[config.mk]
export PLATFORM = sky130hd
export DESIGN_NAME = multicycle_ctrl_flat
export DESIGN_NICKNAME = d
export VERILOG_FILES = /design/src/rtl/multicycle_ctrl_if.sv /design/src/rtl/multicycle_ctrl.sv /design/src/flat_wrapper.sv
export SDC_FILE = /design/constraint.sdc
export NUM_CORES = 1
export LEC_CHECK = 0
export CAP_MARGIN = 0
export CORE_MARGIN = 3
export CORE_UTILIZATION = 45
export DETAILED_ROUTE_END_ITERATION = 8
export GPL_TIMING_DRIVEN = 0
export PLACE_DENSITY = 0.94
export SETUP_SLACK_MARGIN = 0.5
export SLEW_MARGIN = 20
export SYNTH_ARGS = -nofsm -noshare
export SYNTH_HDL_FRONTEND = slang
export SYNTH_SLANG_ARGS = --single-unit
[constraint.sdc]
create_clock -name clk -period 3.9 [get_ports clk]
set_input_delay 0.78 -clock clk [delete_from_list [all_inputs] [get_ports clk]]
set_output_delay 0.78 -clock clk [all_outputs]
set_load 0.03 [all_outputs]
[src/rtl/multicycle_ctrl_if.sv]
// Instruction- and data-port handshake bundle for multicycle_ctrl.
// The master modport is the sequencer side; the slave modport is the memory side.
interface multicycle_ctrl_if;
    logic        imem_req;
    logic        imem_ack;
    logic [31:0] imem_rdata;
    logic        dmem_req;
    logic        dmem_we;
    logic        dmem_ack;

    modport master (
        output imem_req,
        input  imem_ack,
        input  imem_rdata,
        output dmem_req,
        output dmem_we,
        input  dmem_ack
    );

    modport slave (
        input  imem_req,
        output imem_ack,
        output imem_rdata,
        input  dmem_req,
        input  dmem_we,
        output dmem_ack
    );
endinterface

[src/rtl/multicycle_ctrl.sv]
// Multi-cycle RV32I sequencer: FETCH, DECODE, EXEC, WAIT, then MEM, WB or BR.
// Optional PERF_CNT_EN adds free-running cycle and retired-instruction counters.
module multicycle_ctrl #(
    parameter int              XLEN     = 32,
    parameter logic [XLEN-1:0] RESET_PC = '0
) (
    input  logic                clk,
    input  logic                rst_n,
    multicycle_ctrl_if.master   bus,
    output logic [31:0]         ir,
    output logic [11:0]         alu_op,
    output logic [1:0]          opr2_sel,
    input  logic                alu_zero,
    output logic                rf_we,
    output logic                rf_wsel,
    output logic                pc_we,
    output logic                pc_sel,
    output logic                illegal
`ifdef PERF_CNT_EN
    ,
    output logic [XLEN-1:0]     cycle_cnt,
    output logic [XLEN-1:0]     instret_cnt
`endif
);

    typedef enum logic [2:0] {
        FETCH, DECODE, EXEC, WAIT, MEM, WB, BR
    } state_t;

    state_t state, nxt;

    // The PC itself lives in the datapath; this value is only carried along.
    logic unused_cfg;
    assign unused_cfg = ^RESET_PC;

    logic [6:0] opc;
    logic [2:0] f3;
    assign opc = ir[6:0];
    assign f3  = ir[14:12];

    logic is_lui, is_auipc, is_jal, is_jalr, is_br;
    logic is_ld, is_st, is_opi, is_op, legal;
    assign is_lui   = (opc == 7'b0110111);
    assign is_auipc = (opc == 7'b0010111);
    assign is_jal   = (opc == 7'b1101111);
    assign is_jalr  = (opc == 7'b1100111);
    assign is_br    = (opc == 7'b1100011);
    assign is_ld    = (opc == 7'b0000011);
    assign is_st    = (opc == 7'b0100011);
    assign is_opi   = (opc == 7'b0010011);
    assign is_op    = (opc == 7'b0110011);
    assign legal    = is_lui | is_auipc | is_jal | is_jalr | is_br
                    | is_ld | is_st | is_opi | is_op;

    logic [11:0] dec_op;
    logic [1:0]  dec_sel;

    // Build the ALU opcode and operand-2 select from the latched instruction.
    always_comb begin
        dec_op      = '0;
        dec_op[6:0] = opc;
        if (is_op | is_opi | is_ld | is_st | is_br | is_jalr)
            dec_op[9:7] = f3;
        if (is_op)
            dec_op[11] = ir[30];
        if (is_opi && f3 == 3'b101)
            dec_op[10] = ir[30];
        unique case (1'b1)
            is_op, is_br:     dec_sel = 2'd0;
            is_lui, is_auipc: dec_sel = 2'd2;
            default:          dec_sel = 2'd1;
        endcase
    end

    logic imem_req_c, dmem_req_c, dmem_we_c;
    logic rf_we_c, rf_wsel_c, pc_we_c, pc_sel_c, ill_c;
    logic ill_q;

    // Next-state and per-state strobes.
    always_comb begin
        nxt        = state;
        imem_req_c = 1'b0;
        dmem_req_c = 1'b0;
        dmem_we_c  = 1'b0;
        rf_we_c    = 1'b0;
        rf_wsel_c  = 1'b0;
        pc_we_c    = 1'b0;
        pc_sel_c   = 1'b0;
        ill_c      = 1'b0;
        case (state)
            FETCH: begin
                imem_req_c = 1'b1;
                if (bus.imem_ack)
                    nxt = DECODE;
            end
            DECODE: begin
                if (!legal) begin
                    ill_c   = 1'b1;
                    pc_we_c = 1'b1;
                    nxt     = FETCH;
                end else begin
                    nxt = EXEC;
                end
            end
            EXEC: nxt = WAIT;
            WAIT: begin
                if (is_ld | is_st)
                    nxt = MEM;
                else if (is_br)
                    nxt = BR;
                else
                    nxt = WB;
            end
            MEM: begin
                dmem_req_c = 1'b1;
                dmem_we_c  = is_st;
                if (bus.dmem_ack) begin
                    if (is_st) begin
                        pc_we_c = 1'b1;
                        nxt     = FETCH;
                    end else begin
                        nxt = WB;
                    end
                end
            end
            WB: begin
                rf_we_c   = (ir[11:7] != 5'd0);
                rf_wsel_c = is_ld;
                pc_we_c   = 1'b1;
                pc_sel_c  = is_jal | is_jalr;
                nxt       = FETCH;
            end
            BR: begin
                pc_we_c  = 1'b1;
                pc_sel_c = alu_zero;
                nxt      = FETCH;
            end
            default: nxt = FETCH;
        endcase
    end

    // Reset kills every request and strobe immediately, not at the next edge.
    assign bus.imem_req = rst_n & imem_req_c;
    assign bus.dmem_req = rst_n & dmem_req_c;
    assign bus.dmem_we  = rst_n & dmem_we_c;
    assign rf_we        = rst_n & rf_we_c;
    assign rf_wsel      = rst_n & rf_wsel_c;
    assign pc_we        = rst_n & pc_we_c;
    assign pc_sel       = rst_n & pc_sel_c;
    assign illegal      = ill_q | (rst_n & ill_c);

    // State, instruction register, decoded ALU op and sticky illegal flag.
    always_ff @(posedge clk or negedge rst_n) begin
        if (!rst_n) begin
            state    <= FETCH;
            ir       <= '0;
            alu_op   <= '0;
            opr2_sel <= '0;
            ill_q    <= 1'b0;
        end else begin
            state <= nxt;
            if (state == FETCH && bus.imem_ack) begin
                ir    <= bus.imem_rdata;
                ill_q <= 1'b0;
            end
            if (state == DECODE) begin
                alu_op   <= legal ? dec_op : 12'd0;
                opr2_sel <= legal ? dec_sel : 2'd0;
                ill_q    <= ~legal;
            end
        end
    end

`ifdef PERF_CNT_EN
    // Free-running cycle counter and retired-instruction counter, both wrap.
    always_ff @(posedge clk or negedge rst_n) begin
        if (!rst_n) begin
            cycle_cnt   <= '0;
            instret_cnt <= '0;
        end else begin
            cycle_cnt <= cycle_cnt + 1'b1;
            if (pc_we)
                instret_cnt <= instret_cnt + 1'b1;
        end
    end
`endif

endmodule

[src/flat_wrapper.sv]
// flat-port wrapper written by rule: the top's interface ports become plain ports
module multicycle_ctrl_flat 
#(
    parameter int              XLEN     = 32,
    parameter logic [XLEN-1:0] RESET_PC = '0
)
  (clk, rst_n, ir, alu_op, opr2_sel, alu_zero, rf_we, rf_wsel, pc_we, pc_sel, illegal, bus_imem_req, bus_imem_ack, bus_imem_rdata, bus_dmem_req, bus_dmem_we, bus_dmem_ack);
  multicycle_ctrl_if bus_i ();
  input  logic clk;
  input  logic rst_n;
  output logic [31:0] ir;
  output logic [11:0] alu_op;
  output logic [1:0] opr2_sel;
  input  logic alu_zero;
  output logic rf_we;
  output logic rf_wsel;
  output logic pc_we;
  output logic pc_sel;
  output logic illegal;
  output wire logic [$bits(bus_i.imem_req)-1:0] bus_imem_req;
  input wire logic [$bits(bus_i.imem_ack)-1:0] bus_imem_ack;
  input wire logic [$bits(bus_i.imem_rdata)-1:0] bus_imem_rdata;
  output wire logic [$bits(bus_i.dmem_req)-1:0] bus_dmem_req;
  output wire logic [$bits(bus_i.dmem_we)-1:0] bus_dmem_we;
  input wire logic [$bits(bus_i.dmem_ack)-1:0] bus_dmem_ack;
  assign bus_imem_req = bus_i.imem_req;
  assign bus_i.imem_ack = bus_imem_ack;
  assign bus_i.imem_rdata = bus_imem_rdata;
  assign bus_dmem_req = bus_i.dmem_req;
  assign bus_dmem_we = bus_i.dmem_we;
  assign bus_i.dmem_ack = bus_dmem_ack;
  multicycle_ctrl #(.XLEN(XLEN), .RESET_PC(RESET_PC)) u_core (.clk(clk), .rst_n(rst_n), .bus(bus_i), .ir(ir), .alu_op(alu_op), .opr2_sel(opr2_sel), .alu_zero(alu_zero), .rf_we(rf_we), .rf_wsel(rf_wsel), .pc_we(pc_we), .pc_sel(pc_sel), .illegal(illegal));
endmodule
==> metrics.yaml <==
sta:
  rsz0062_at_grt: "no"
  finClkSkew_ns: 0.00629
  finalSetupViolations: 0
  max_slew_margin: 0.679
  fin_crit_ns: 3.18
  setup_ws_ns: 0.723
  drv_slew: 0
  hold_viol_final: 0
  worstMarginPinSlew_ns: 0.482
  tns_ns: 0
  fmax_ghz: 0.315
  finalCritPeriodShare: 0.815
synth:
  synthSimpleGateAreaFrac: 0.142
  yosysSeqAreaShare: 0.560
  synth.area.mux_share: 0.156
  synth-compound-area-share: 0.107
  async_reset_ff_frac: 1.00
  synth_top_area_frac: 0.560
  synth_fp_nets: 217
  synth_top_family_by_area: "multiplexers"
  synth.largest_area_cell: "dfrtp_1"
  synth-xor-area-share: 0.00392
  yosysMostFrequentCell: "dfrtp_1"
  synth_seq_cells: 50
  syn_area_per_cell_um2: 12.4
  ys_warn_count: 0
  yosysUniqueCellTypes: 42
  ys_top_cells_by_area: "dfrtp_1 (56%), mux2_2 (15%), nand2_1 (2.2%)"
  synthAdderAreaFrac: 0
  syn-cell-area_mm2: 0.00224
  synthTopCellsByCount: "dfrtp_1 (50), mux2_2 (29), nand2_1 (13)"
  ys.flop_type: "dfrtp_1"
  synth_enable_flop_cells: 0
  syn_inst: 180
clock_network:
  cts_sinks: 50
  cts_tree: "built"
  cts_hold_buf: 0
  clock_path_buffers: 2
  cts_buffers: 5
  htreeDepth: 2
  clkLatencyLatePin_ns: 0.30
  clkSlewWorstSetupHoldPaths_ns: 0.09
  cts_root_buf: "clkbuf_8"
global_route:
  antenna_found_initial: 0
  grt_max_degree: 56
  overflow: 0
  first_global_vias: 1941
  grt_pass1_wl_um: 9480
  grt_usage: 0.203
placed_design:
  gp_congestion: 0.817
  dpl_worst_slack_ns: 0.545
  port_buffers: 90
  dp_hpwl_um: 4140
  placed_cell_area_mm2: 0.00322
critical_path:
  slowest_delay_ns: 0.73
  cp-start-kind: "flop"
  crit_chain: "buf_6 > or4_4 > nor4_1 > clkdlybuf4s50_1"
  cp_data_required_time_ns: 3.12
  crit_type: "reg -> out"
  cp.arrival_ns: 2.40
  cp_max_fo: 10
  cp_slowest_cell: "clkdlybuf4s50_1"
  critPathCaptureType: "output pin"
floorplanning:
  dieHeight_um: 76.5
  fp-row-count: 25
  ioPinCount: 91
  start_util: 0.470
  fp.dieW_um: 76.5
  die-area_mm2: 0.00585
  core_area_mm2: 0.00475
route:
  drt_iter0_markers: 170
  wl_um: 5530
  num_vias: 1834
  first_pass_iters: 4
  wl_per_cell_um: 16.0
  viasPerCell: 5.32
  post-route-drc-count: 0
  drtAntennaViolNets: 0
pwr:
  pwr-share-clk: 0.119
  totalPowerFinal_w: 0.00298
  p_switching_w: 0.00127
  power.density_mw_per_mm2: 891
  p_leak_nw: 1.40
  seq_power_share: 0.308
  comb_power_share: 0.574
  switching_share: 0.427
  ir_drop_uv: 465
  internal-power_w: 0.00171
final_layout:
  antennaDiodeCount: 0
  fillCellCount: 360
  fin_area_mm2: 0.00334
  area_growth_pct: 49.5
  finalNetCount: 314
  drive_above_1_share: 0.198
worst_hold_path:
  hold_class: "in -> async"
status:
  status: "completed"
run:
  drv_cap: 0
==> what timing repair did <==
item                                    in CTS  in global routing
gates resized for setup                      1                  2
setup buffers                                0                  0
endpoints found under the setup margin       1                  3
cloned                                       0                  0
==> kinds of logic (layout without fill, tap and decap cells) <==
group / count (synthesis) / in the layout
buf+inv: 12 / 110
simple gates: 53 / 53
xor+xnor: 1 / 1
compound gates: 33 / 33
flops: 50 / 50
mux: 31 / 31
==> power groups by stage <==
stage / Clock (W) / Sequential, W / Combinational [W]
floorplan: 0 / 0.00130 / 0.000660
global placement: 0 / 0.000902 / 0.00167
detailed placement: 0 / 0.000919 / 0.00171
CTS: 0.000361 / 0.000911 / 0.00171
global route: 0.000384 / 0.000951 / 0.00182
finish: 0.000353 / 0.000917 / 0.00171
==> sequential cells by signal (all words and copies together), names as in the netlist <==
| name | count |
|---|---|
| u_core.state | 3 |
| u_core.alu_op | 12 |
| u_core.opr2_sel | 2 |
| u_core.ill_q | 1 |
| u_core.ir | 32 |
==> cell type report <==
| type | instances | area [um2] | share of cell area |
|---|---|---|---|
| Tap cell | 67 | 83.8 | 0.0251 |
| Sequential cell | 50 | 1250 | 0.374 |
| Clock buffer | 7 | 76.3 | 0.0228 |
| Multi-Input combinational cell | 118 | 928 | 0.278 |
| Inverter | 1 | 3.75 | 0.00112 |
| Buffer | 11 | 67.6 | 0.0202 |
| Clock inverter | 1 | 30.0 | 0.00898 |
| Timing Repair Buffer | 90 | 902 | 0.270 |
==> worst paths after layout <==
| check | endpoint | cells past startpoint | startpoint | slack, ns |
|---|---|---|---|---|
| worst max-delay path | rf_wsel | 4 | u_core.ir[6]$_DFFE_PN0P_ | 0.72 |
| worst min-delay path | u_core.ir[19]$_DFFE_PN0P_ | 1 | rst_n | 0.42 |
| worst max register to register | u_core.ir[26]$_DFFE_PN0P_ | 4 | u_core.state[1]$_DFFE_PN0P_ | 2.17 |
| worst min register to register | u_core.alu_op[3]$_DFFE_PN0N_ | 2 | u_core.alu_op[3]$_DFFE_PN0N_ | 0.48 |
| max in group asynchronous | u_core.ir[3]$_DFFE_PN0P_ | 1 | rst_n | 3.14 |
| min in group clk | u_core.alu_op[3]$_DFFE_PN0N_ | 2 | u_core.alu_op[3]$_DFFE_PN0N_ | 0.48 |
==> metal layers <==
metal	vias to the layer above	track usage	wire length, um
li1	848	-	-
met1	911	0.235	2200
met2	62	0.353	2860
met3	13	0.0662	339
met4	0	0.0688	125
met5	-	0	0
==> cells in the final DEF, fill, tap and decap left out, types with 2 or more instances in the layout <==
cell type,synthesis,routed
clkdlybuf4s50_1,0,89
dfrtp_1,50,50
mux2_2,29,29
nand2_1,13,13
o21ai_0,8,8
buf_2,6,6
a21oi_1,6,6
nand3_1,5,5
clkbuf_8,0,5
nor2_1,4,4
nor2b_1,4,4
a21o_1,4,4
clkbuf_1,1,3
nand2b_1,3,3
nand4_1,3,3
nand3b_1,3,3
buf_4,3,3
a31o_2,3,3
a22o_1,3,3
nor3_1,2,2
and2b_1,2,2
and3_1,2,2
buf_6,1,2
a31oi_1,2,2
mux2_1,2,2
and2_1,2,2
==> critical path, delay by kind of cell (launching register included) <==
family / cells / cell delay (ns)
simple gates: 2 / 0.77
flops: 1 / 0.44
buf+inv: 2 / 0.89
==> per-stage QoR <==
stage,cells,utilization,hold WS (ns)
after floorplan,180,-,0.457
after global placement,337,0.677,0.451
after detailed placement,337,0.677,0.462
after CTS,345,0.701,0.482
after global routing,345,0.703,0.447
final,345,0.703,0.420
(Power assumes the default switching activity.)
